**src/rtl/apb_requester.sv**
```systemverilog
// apb_requester
//   APB (AMBA 3) requester. Accepts single-beat commands on the cmd_* port,
//   runs them as APB SETUP/ACCESS transfers and reports completion on the
//   rsp_* port as a one-cycle pulse.
//
// Parameters
//   TIMEOUT_CYCLES : maximum ACCESS cycles to wait for pready (0 = no timeout)
//
// Ports
//   pclk, preset            : clock, asynchronous active-high reset
//   cmd_valid/cmd_ready     : command handshake (ready only while idle)
//   cmd_write/addr/wdata    : command direction, address, write data
//   rsp_valid               : one-cycle completion pulse
//   rsp_rdata/err/timeout   : read data, error flag, timeout flag (held)
//   psel/penable/pwrite/paddr/pwdata : APB request outputs (registered)
//   prdata/pready/pslverr   : APB response inputs (sampled in ACCESS only)
module apb_requester #(
  parameter int unsigned TIMEOUT_CYCLES = 16
) (
  input  logic        pclk,
  input  logic        preset,
  input  logic        cmd_valid,
  output logic        cmd_ready,
  input  logic        cmd_write,
  input  logic [31:0] cmd_addr,
  input  logic [31:0] cmd_wdata,
  output logic        rsp_valid,
  output logic [31:0] rsp_rdata,
  output logic        rsp_err,
  output logic        rsp_timeout,
  output logic        psel,
  output logic        penable,
  output logic        pwrite,
  output logic [31:0] paddr,
  output logic [31:0] pwdata,
  input  logic [31:0] prdata,
  input  logic        pready,
  input  logic        pslverr
);

  // Keep the counter at least one bit wide so TIMEOUT_CYCLES=0 still elaborates.
  localparam int unsigned CW = (TIMEOUT_CYCLES == 0) ? 1 : $clog2(TIMEOUT_CYCLES + 1);
  localparam logic [CW-1:0] WAIT_LAST = (TIMEOUT_CYCLES == 0) ? '0 : CW'(TIMEOUT_CYCLES - 1);

  typedef enum logic [1:0] {
    IDLE,
    SETUP,
    ACCESS
  } state_t;

  state_t          state;
  logic [CW-1:0]   wcnt;

  assign cmd_ready = (state == IDLE);

  always_ff @(posedge pclk or posedge preset) begin
    if (preset) begin
      state       <= IDLE;
      wcnt        <= '0;
      psel        <= 1'b0;
      penable     <= 1'b0;
      pwrite      <= 1'b0;
      paddr       <= '0;
      pwdata      <= '0;
      rsp_valid   <= 1'b0;
      rsp_rdata   <= '0;
      rsp_err     <= 1'b0;
      rsp_timeout <= 1'b0;
    end else begin
      rsp_valid <= 1'b0;
      case (state)
        IDLE: begin
          penable <= 1'b0;
          if (cmd_valid) begin
            pwrite <= cmd_write;
            paddr  <= cmd_addr;
            pwdata <= cmd_wdata;
            psel   <= 1'b1;
            state  <= SETUP;
          end else begin
            psel <= 1'b0;
          end
        end
        SETUP: begin
          penable <= 1'b1;
          wcnt    <= '0;
          state   <= ACCESS;
        end
        ACCESS: begin
          if (pready) begin
            rsp_valid   <= 1'b1;
            rsp_err     <= pslverr;
            rsp_timeout <= 1'b0;
            // Read data is only meaningful for an error-free read.
            rsp_rdata   <= (!pwrite && !pslverr) ? prdata : '0;
            psel        <= 1'b0;
            penable     <= 1'b0;
            state       <= IDLE;
          end else if (TIMEOUT_CYCLES != 0 && wcnt == WAIT_LAST) begin
            rsp_valid   <= 1'b1;
            rsp_err     <= 1'b1;
            rsp_timeout <= 1'b1;
            rsp_rdata   <= '0;
            psel        <= 1'b0;
            penable     <= 1'b0;
            state       <= IDLE;
          end else if (wcnt != '1) begin
            wcnt <= wcnt + 1'b1;
          end
        end
        default: begin
          psel    <= 1'b0;
          penable <= 1'b0;
          state   <= IDLE;
        end
      endcase
    end
  end

endmodule

```
**config.mk**
```make
export PLATFORM = sky130hd
export DESIGN_NAME = apb_requester
export DESIGN_NICKNAME = d
export VERILOG_FILES = /design/src/rtl/apb_requester.sv
export SDC_FILE = /design/constraint.sdc
export NUM_CORES = 1
export LEC_CHECK = 0
export CAP_MARGIN = 0
export CORE_MARGIN = 5
export CORE_UTILIZATION = 30
export DETAILED_ROUTE_END_ITERATION = 10
export HOLD_SLACK_MARGIN = 0.03
export SLEW_MARGIN = 20
export SYNTH_ARGS = -nofsm -noshare
export SYNTH_HDL_FRONTEND = slang
export SYNTH_SLANG_ARGS = --single-unit
```
**constraint.sdc**
```tcl
create_clock -name pclk -period 4.2 [get_ports pclk]
set_input_delay 0.42 -clock pclk [delete_from_list [all_inputs] [get_ports pclk]]
set_output_delay 0.42 -clock pclk [all_outputs]
set_load 0.02 [all_outputs]
```
==> results of run 1 <==
[stage by stage]
step	util	hold WS, ns	setup WS, ns
2_1_floorplan	-	0.477	0.906
3_3_place_gp	0.464	0.470	1.88
3_5_place_dp	0.464	0.480	1.84
4_1_cts	0.483	0.496	1.90
5_1_grt	0.483	0.507	1.79
6_report	0.483	0.485	1.95
[cell usage after synthesis, types with 2 or more instances]
library cell,n,share of area
dfrtp_1,109,0.64
mux2_2,35,0.093
a22o_1,32,0.066
mux2_4,30,0.11
buf_2,8,0.0095
buf_6,5,0.013
nand2_1,5,0.0044
inv_1,4,0.0035
mux2i_1,4,0.0095
ha_1,3,0.0089
a21oi_1,2,0.0024
nand2b_1,2,0.0030
nand3_1,2,0.0024
nand3b_1,2,0.0035
[power breakdown]
part / switching, W / internal, W
sequential: 0.000299 / 0.00157
clock: 0.000362 / 0.000403
combinational: 0.00121 / 0.00147
[worst max-delay path: stages, from the launching register on]
cell,delay (ns)
dfrtp_1,0.41
ha_1,0.21
and3_1,0.19
ha_1,0.26
o21ai_2,0.39
buf_4,0.36
inv_1,0.09
o22a_1,0.20
[per-layer routing]
layer / track usage / vias to the layer above / wire length, microns
met5: 0 / - / 0
met4: 0.0352 / 0 / 141
met3: 0.0726 / 11 / 1170
met2: 0.223 / 128 / 5440
met1: 0.160 / 1444 / 4590
li1: - / 1348 / -
[worst max path at each step]
stage / from / to / slack (ns) / cells past startpoint
final: wcnt[0] / rsp_err / 1.95 / 7
after global routing: wcnt[0] / rsp_err / 1.79 / 7
after CTS: wcnt[0] / rsp_err / 1.90 / 7
after detailed placement: cmd_valid / paddr[7] / 1.84 / 3
after global placement: cmd_valid / paddr[26] / 1.88 / 3
after floorplan: preset / paddr[0] / 0.91 / 1
[sequential cells by signal, summed over array words and instances (netlist names)]
signal,count
psel,1
penable,1
rsp_err,1
wcnt,5
pwdata,32
state,2
paddr,32
pwrite,1
rsp_timeout,1
rsp_rdata,32
rsp_valid,1
[kinds of logic after synthesis]
kind of cell | after synthesis
simple gates | 20
fa+ha+maj | 3
mux | 69
xor+xnor | 1
flops | 109
compound gates | 40
buf+inv | 18
[cell type report]
class / instances / share of cell area
Clock inverter: 3 / 0.00336
Inverter: 4 / 0.00261
Multi-Input combinational cell: 133 / 0.209
Clock buffer: 13 / 0.0358
Timing Repair Buffer: 208 / 0.309
Sequential cell: 109 / 0.407
Tap cell: 180 / 0.0336
==> run summary, run 1 <==
FF-to-FF path depth: 7
Crit. End Element: register
Initial antenna violation count: 0
LEAKAGE: 2.86 nW
Hold Crit Depth: 1
Ys async rst share: 1.00
First-pass GRT wire length: 17700 microns
Fin nets: 570
Vias in the first global route: 3295
Adder-cell share of the synthesized area: 0.00887
First-pass iteration count of the detailed router: 4
Power Total: 0.00531 W
Core Rows: 43
Max Freq: 0.445 GHz
Status: completed
Worst skew pair latency: 0.34 ns
Cell total after placement: 634
Port bufs: 204
IR Drop Worst-Case VDD: 343 uV
Fill count: 1248
Synthesized cell area: 0.00423 sq mm
Sequential share of the synthesized area: 0.644
Hold Crit Start: psel
Drt total wl: 11300 microns
Dominant synthesized flop cell: dfrtp_1
Hold crit path type: reg -> reg
Clock Path Buffers: 2
Cell Pwr Density: 792 mW/mm^2
Syn nets: 365
TNS Setup: 0 ns
CP Class: reg -> reg
Cell area after layout: 0.00671 sq mm
Chip width: 129 microns
Syn Area/Cell: 16.3 sq um
Final instance count without filler cells: 650
Vias/cell: 4.51
FF+latch count, synth: 109
H-tree depth: 3
Sinks on Clock Net: 109
Commonest cells after routing, fill and taps aside: clkdlybuf4s50_1 (204), dfrtp_1 (109), mux2_2 (35)
Largest family of logic cells by synthesized area: multiplexers
Multi-input gate area: 0.00140 sq mm
DRT antenna net count: 0
GRT Residual Overflow: 0
Gp weighted congestion: 0.739
Diodes inserted: 0
Unrepaired setup endpoints after global routing: false
FF-to-FF Start: wcnt[0]
Reg-to-Reg End: rsp_err
Routed len/inst: 17.5 microns
Num CTS Buffers: 9
DP HPWL: 8260 microns
Max cap viols: 0
Hold Path Sink: psel
Crit start category: register
Dpl cell area: 0.00644 sq mm
Final setup fails: 0
Die area: 0.0166 sq mm
Worst-Margin Slew: 1.10 ns
Pin count of the biggest net entering global routing: 68
Layout cell share with drive strength beyond 1: 0.185
Fin. max-slew vios: 0
Worst EP required: 4.43 ns
CTS-repair resized insts: 0
Root Driver: clkbuf_16
Final Hold Fails: 0
Seq. cell area: 0.00273 sq mm
DRT iter0 DRCs: 94
TritonCTS clock tree: done
Min Tclk post-route: 2.25 ns
Number of remaining DRC errors: 0
R2R setup slack: 1.95 ns
Crit-path max FO: 25
Post-Synth XOR/XNOR Area: 0.00207
I/O pin count: 205
Final Skew: 0.00518 ns
Post-synth EDFFs: 0
Initial Util: 0.305
Die height: 129 microns
Fin crit share: 0.535
Synth Area in Simple Gates: 0.0301
Hold buffer count at CTS: 0
Compound-Gate Fraction of Synth Area: 0.0786
Slew HR: 0.266
Via count: 2931
Syn-to-layout area delta: 58.4%
Multiplexer area fraction after synthesis: 0.209
CTS clk-pin slew, worst paths: 0.07 ns
Crit path DAT: 2.48 ns
Postcts setup bufs: 0
Distinct cells, synth: 31
Commonest non-fill, non-tap cell in the layout: clkdlybuf4s50_1
Post-Syn Instances: 260
Global Route Usage Sum: 0.137
YS warnings: 0
CORE AREA: 0.0139 sq mm
Note: power is estimated with default switching activity, not from simulation.
==> run 2, diff against run 1 <==
Clock period 4.2 ns to 2.3 ns, I/O delays scaled along.
==> run summary, run 2 (synthesized netlist as in run 1, its figures left out) <==
Worst-Margin Slew: 0.608 ns
Crit start category: register
Biggest regs: paddr x32, pwdata x32, rsp_rdata x32
Max cap viols: 0
Fill count: 1268
Diodes inserted: 0
Slew HR: 0.591
Global Route Usage Sum: 0.135
CTS-repair resized insts: 0
Crit path DAT: 2.22 ns
Post-layout util: 0.493
Initial antenna violation count: 0
Pre-CTS setup slack: 0.261 ns
Pin count of the biggest net entering global routing: 61
Core Rows: 43
Fin crit share: 0.862
Die height: 129 microns
Number of remaining DRC errors: 0
Layout cell share with drive strength beyond 1: 0.201
Cell area after layout: 0.00684 sq mm
Gp weighted congestion: 0.733
First-pass iteration count of the detailed router: 4
Chip width: 129 microns
Sinks on Clock Net: 109
Hold buffer count at CTS: 0
Power Total: 0.0100 W
GRT Residual Overflow: 0
FF-to-FF path depth: 5
Buffers & Inverters on Critical Path: 0
CP Class: reg -> reg
Fin nets: 577
Multi-input gate area: 0.00140 sq mm
Sequential share of power: 0.340
Final Skew: 0.00639 ns
Fin. max-slew vios: 0
DRT iter0 DRCs: 101
CP top delay family: simple AND/OR/NAND/NOR gates
Unrepaired setup endpoints after global routing: false
Critical-path cell list: ha_1 > and3_1 > ha_1 > or4b_1 > o311ai_0
Initial Util: 0.305
I/O pin count: 205
Routed len/inst: 17.0 microns
Worst skew pair latency: 0.35 ns
Clock power frac: 0.166
CTS clk-pin slew, worst paths: 0.07 ns
Final WS setup: 0.316 ns
Commonest cells after routing, fill and taps aside: clkdlybuf4s50_1 (204), dfrtp_1 (109), mux2_2 (35)
Min Tclk post-route: 1.98 ns
LEAKAGE: 2.93 nW
Net switching power figure: 0.00346 W
H-tree depth: 3
Seq. cell area: 0.00273 sq mm
Commonest non-fill, non-tap cell in the layout: clkdlybuf4s50_1
Port bufs: 204
TNS Setup: 0 ns
Sw Ratio: 0.346
DRT antenna net count: 0
TritonCTS clock tree: done
Root Driver: clkbuf_16
Stages on worst setup path: 5
Die area: 0.0166 sq mm
IR Drop Worst-Case VDD: 762 uV
Clock Path Buffers: 2
Combinational share of power: 0.494
Drt total wl: 11200 microns
Internal power: 0.00655 W
Final Hold Fails: 0
Via count: 2992
Vias/cell: 4.55
Dpl cell area: 0.00652 sq mm
Final setup fails: 0
Postcts setup bufs: 0
Crit path max-delay cell type: or4b_1
First-pass GRT wire length: 17500 microns
Cell Pwr Density: 1460 mW/mm^2
Vias in the first global route: 3287
Hold crit path type: in -> async
Num CTS Buffers: 9
DP HPWL: 8220 microns
CORE AREA: 0.0139 sq mm
Syn-to-layout area delta: 61.6%
CP max stage delay: 0.51 ns
Top cell by count, worst path: ha_1
Status: completed
Crit-path max FO: 6
Crit. End Element: register
Worst EP required: 2.53 ns
Max Freq: 0.504 GHz
[run 2: cell types whose count changed in the layout (fill, tap and decap cells not counted), sizes merged]
cell	previous run	this run
clkinv	0	2
clkinvlp	3	2
buf	4	11
inv	4	3
clkbuf	13	11
bufinv	0	2
[run 2: worst paths after layout]
path | start | to | slack (ns)
max | wcnt[0] | wcnt[2] | 0.32
min | preset | rsp_rdata[24] | 0.32
max reg2reg | wcnt[0] | wcnt[2] | 0.32
min reg2reg | psel | psel | 0.48
max in group asynchronous | preset | rsp_rdata[2] | 1.41
min in group pclk | prdata[15] | rsp_rdata[15] | 0.47
[run 2: worst register-to-register path: cells and delay by family (launching register included)]
kind	cells	cell delay, ns
and+or+nand+nor	2	0.70
adders and majority gates	2	0.47
DFF	1	0.41
AOI/OAI and AO/OA	1	0.29
[run 2: layer usage]
layer	track usage	share of wire	vias up
li1	-	-	1368
met1	0.161	0.41	1472
met2	0.207	0.45	140
met3	0.0726	0.12	12
met4	0.0494	0.017	0
met5	0	0	-
[run 2: layout make-up]
| type | count | share of cell area |
|---|---|---|
| Multi-Input combinational cell | 133 | 0.205 |
| Sequential cell | 109 | 0.399 |
| Tap cell | 180 | 0.0329 |
| Inverter | 4 | 0.00274 |
| Clock buffer | 11 | 0.0340 |
| Timing Repair Buffer | 215 | 0.314 |
| Clock inverter | 5 | 0.0124 |
[run 2: per-stage QoR]
| stage | hold WS, ns | instances |
|---|---|---|
| floorplan | 0.316 | 260 |
| global placement | 0.467 | 641 |
| detailed placement | 0.473 | 641 |
| CTS | 0.326 | 657 |
| global route | 0.353 | 657 |
| finish | 0.318 | 657 |
[run 2: power by group through the flow]
stage                     clock network, W  logic [W]  registers [W]
after floorplan                          0    0.00149        0.00450
after detailed placement                 0    0.00501        0.00343
after global placement                   0    0.00498        0.00340
after CTS                          0.00173    0.00503        0.00341
after global routing               0.00180    0.00523        0.00352
final                              0.00166    0.00495        0.00340
==> run 3, diff against run 2 <==
Settings changed: SETUP_SLACK_MARGIN from default to 0.3.
==> run summary, run 3 (synthesized netlist as in run 1, its figures left out) <==
Status: completed
Fill count: 1266
Sequential share of power: 0.340
IR Drop Worst-Case VDD: 762 uV
TritonCTS clock tree: done
DRT antenna net count: 0
Core Rows: 43
Critical-path cell list: ha_1 > and3_1 > ha_1 > or4b_1 > o311ai_1
Final setup fails: 0
Die height: 129 microns
Worst EP required: 2.55 ns
Crit. End Element: register
Layout cell share with drive strength beyond 1: 0.201
CP Class: reg -> reg
FF-to-FF path depth: 5
CTS clk-pin slew, worst paths: 0.07 ns
Final Hold Fails: 0
Met2 usage: 0.207
Diodes inserted: 0
Chip width: 129 microns
Via count: 2993
Crit start category: register
Sw Ratio: 0.346
DRT iter0 DRCs: 99
Commonest cells after routing, fill and taps aside: clkdlybuf4s50_1 (204), dfrtp_1 (109), mux2_2 (35)
I/O pin count: 205
CP top delay family: simple AND/OR/NAND/NOR gates
Combinational share of power: 0.495
Root Driver: clkbuf_16
Die area: 0.0166 sq mm
CORE AREA: 0.0139 sq mm
Net switching power figure: 0.00346 W
Syn-to-layout area delta: 61.8%
Vias/cell: 4.56
Seq. cell area: 0.00273 sq mm
CTS-repair resized insts: 0
Clock power frac: 0.166
Final instance count without filler cells: 657
Fin. max-slew vios: 0
Hold crit path type: in -> async
Routed len/inst: 17.1 microns
Busiest grt layer: met2
Postcts setup bufs: 0
Unrepaired setup endpoints after global routing: true
Vias in the first global route: 3287
LEAKAGE: 2.93 nW
Multi-input gate area: 0.00141 sq mm
GRT Residual Overflow: 0
Max Freq: 0.510 GHz
Hold buffer count at CTS: 0
Final Skew: 0.00639 ns
Worst skew pair latency: 0.35 ns
Global Route Usage Sum: 0.135
Buffers & Inverters on Critical Path: 0
CP max stage delay: 0.53 ns
Biggest regs: paddr x32, pwdata x32, rsp_rdata x32
Cell total after placement: 641
First-pass GRT wire length: 17500 microns
Num CTS Buffers: 9
Cell Pwr Density: 1460 mW/mm^2
Top cell by count, worst path: ha_1
Clock Path Buffers: 2
Crit path max-delay cell type: or4b_1
Fin nets: 577
Initial antenna violation count: 0
First-pass iteration count of the detailed router: 4
Stages on worst setup path: 5
Max cap viols: 0
Reg-to-Reg End: wcnt[2]
FF-to-FF Start: wcnt[0]
H-tree depth: 3
Drt total wl: 11200 microns
DP HPWL: 8220 microns
Slew HR: 0.589
Port bufs: 204
Number of remaining DRC errors: 0
Internal power: 0.00655 W
Global routing usage on met3: 0.0726
Crit-path max FO: 6
Commonest non-fill, non-tap cell in the layout: clkdlybuf4s50_1
Crit path DAT: 2.21 ns
Initial Util: 0.305
Worst-Margin Slew: 0.617 ns
TNS Setup: 0 ns
R2R setup slack: 0.34 ns
Crit path from: wcnt[0]
M1 GR Usage: 0.161
Fin crit share: 0.853
Gp weighted congestion: 0.733
Pin count of the biggest net entering global routing: 61
Sinks on Clock Net: 109
Min Tclk post-route: 1.96 ns
-- run 3: cell counts in the layout (fill, tap and decap cells not counted) --
No cell type changed its count.
-- run 3: cell type report --
class,count,share of cell area
clock inverter,5,0.0124
inverter,4,0.00274
timing repair buffer,215,0.314
tap,180,0.0329
multi-input combinational,133,0.206
clock buffer,11,0.0340
sequential,109,0.398
-- run 3: power by group through the flow --
| stage | logic [W] | registers, W | clock network, W |
|---|---|---|---|
| floorplan | 0.00149 | 0.00450 | 0 |
| global placement | 0.00498 | 0.00340 | 0 |
| detailed placement | 0.00501 | 0.00343 | 0 |
| CTS | 0.00503 | 0.00341 | 0.00173 |
| global route | 0.00523 | 0.00352 | 0.00180 |
| finish | 0.00495 | 0.00340 | 0.00166 |
-- run 3: tightest hold or removal path, stage by stage --
cell and delay [ns]:
clkdlybuf4s50_1 0.44, clkinvlp_4 0.11, buf_12 0.28
-- run 3: per-layer routing --
metal | part of all wire | wire [microns]
met1 | 0.41 | 4580
met2 | 0.46 | 5100
met3 | 0.12 | 1330
met4 | 0.017 | 195
met5 | 0 | 0
-- run 3: metrics by stage --
stage / utilization / setup slack [ns] / hold slack [ns] / instance area (sq um) / power, W
floorplan: - / 0.444 / 0.316 / 4240 / 0.00599
detailed placement: 0.470 / 0.261 / 0.473 / 6520 / 0.00843
CTS: 0.493 / 0.304 / 0.326 / 6840 / 0.0102
global route: 0.493 / 0.240 / 0.353 / 6850 / 0.0106
global placement: 0.470 / 0.348 / 0.467 / 6520 / 0.00838
finish: 0.493 / 0.337 / 0.318 / 6850 / 0.0100
-- run 3: worst max path at each step --
stage                          to
final                     wcnt[2]
after floorplan           wcnt[2]
after detailed placement  wcnt[2]
after global placement    wcnt[2]
after CTS                 wcnt[2]
after global routing      wcnt[2]
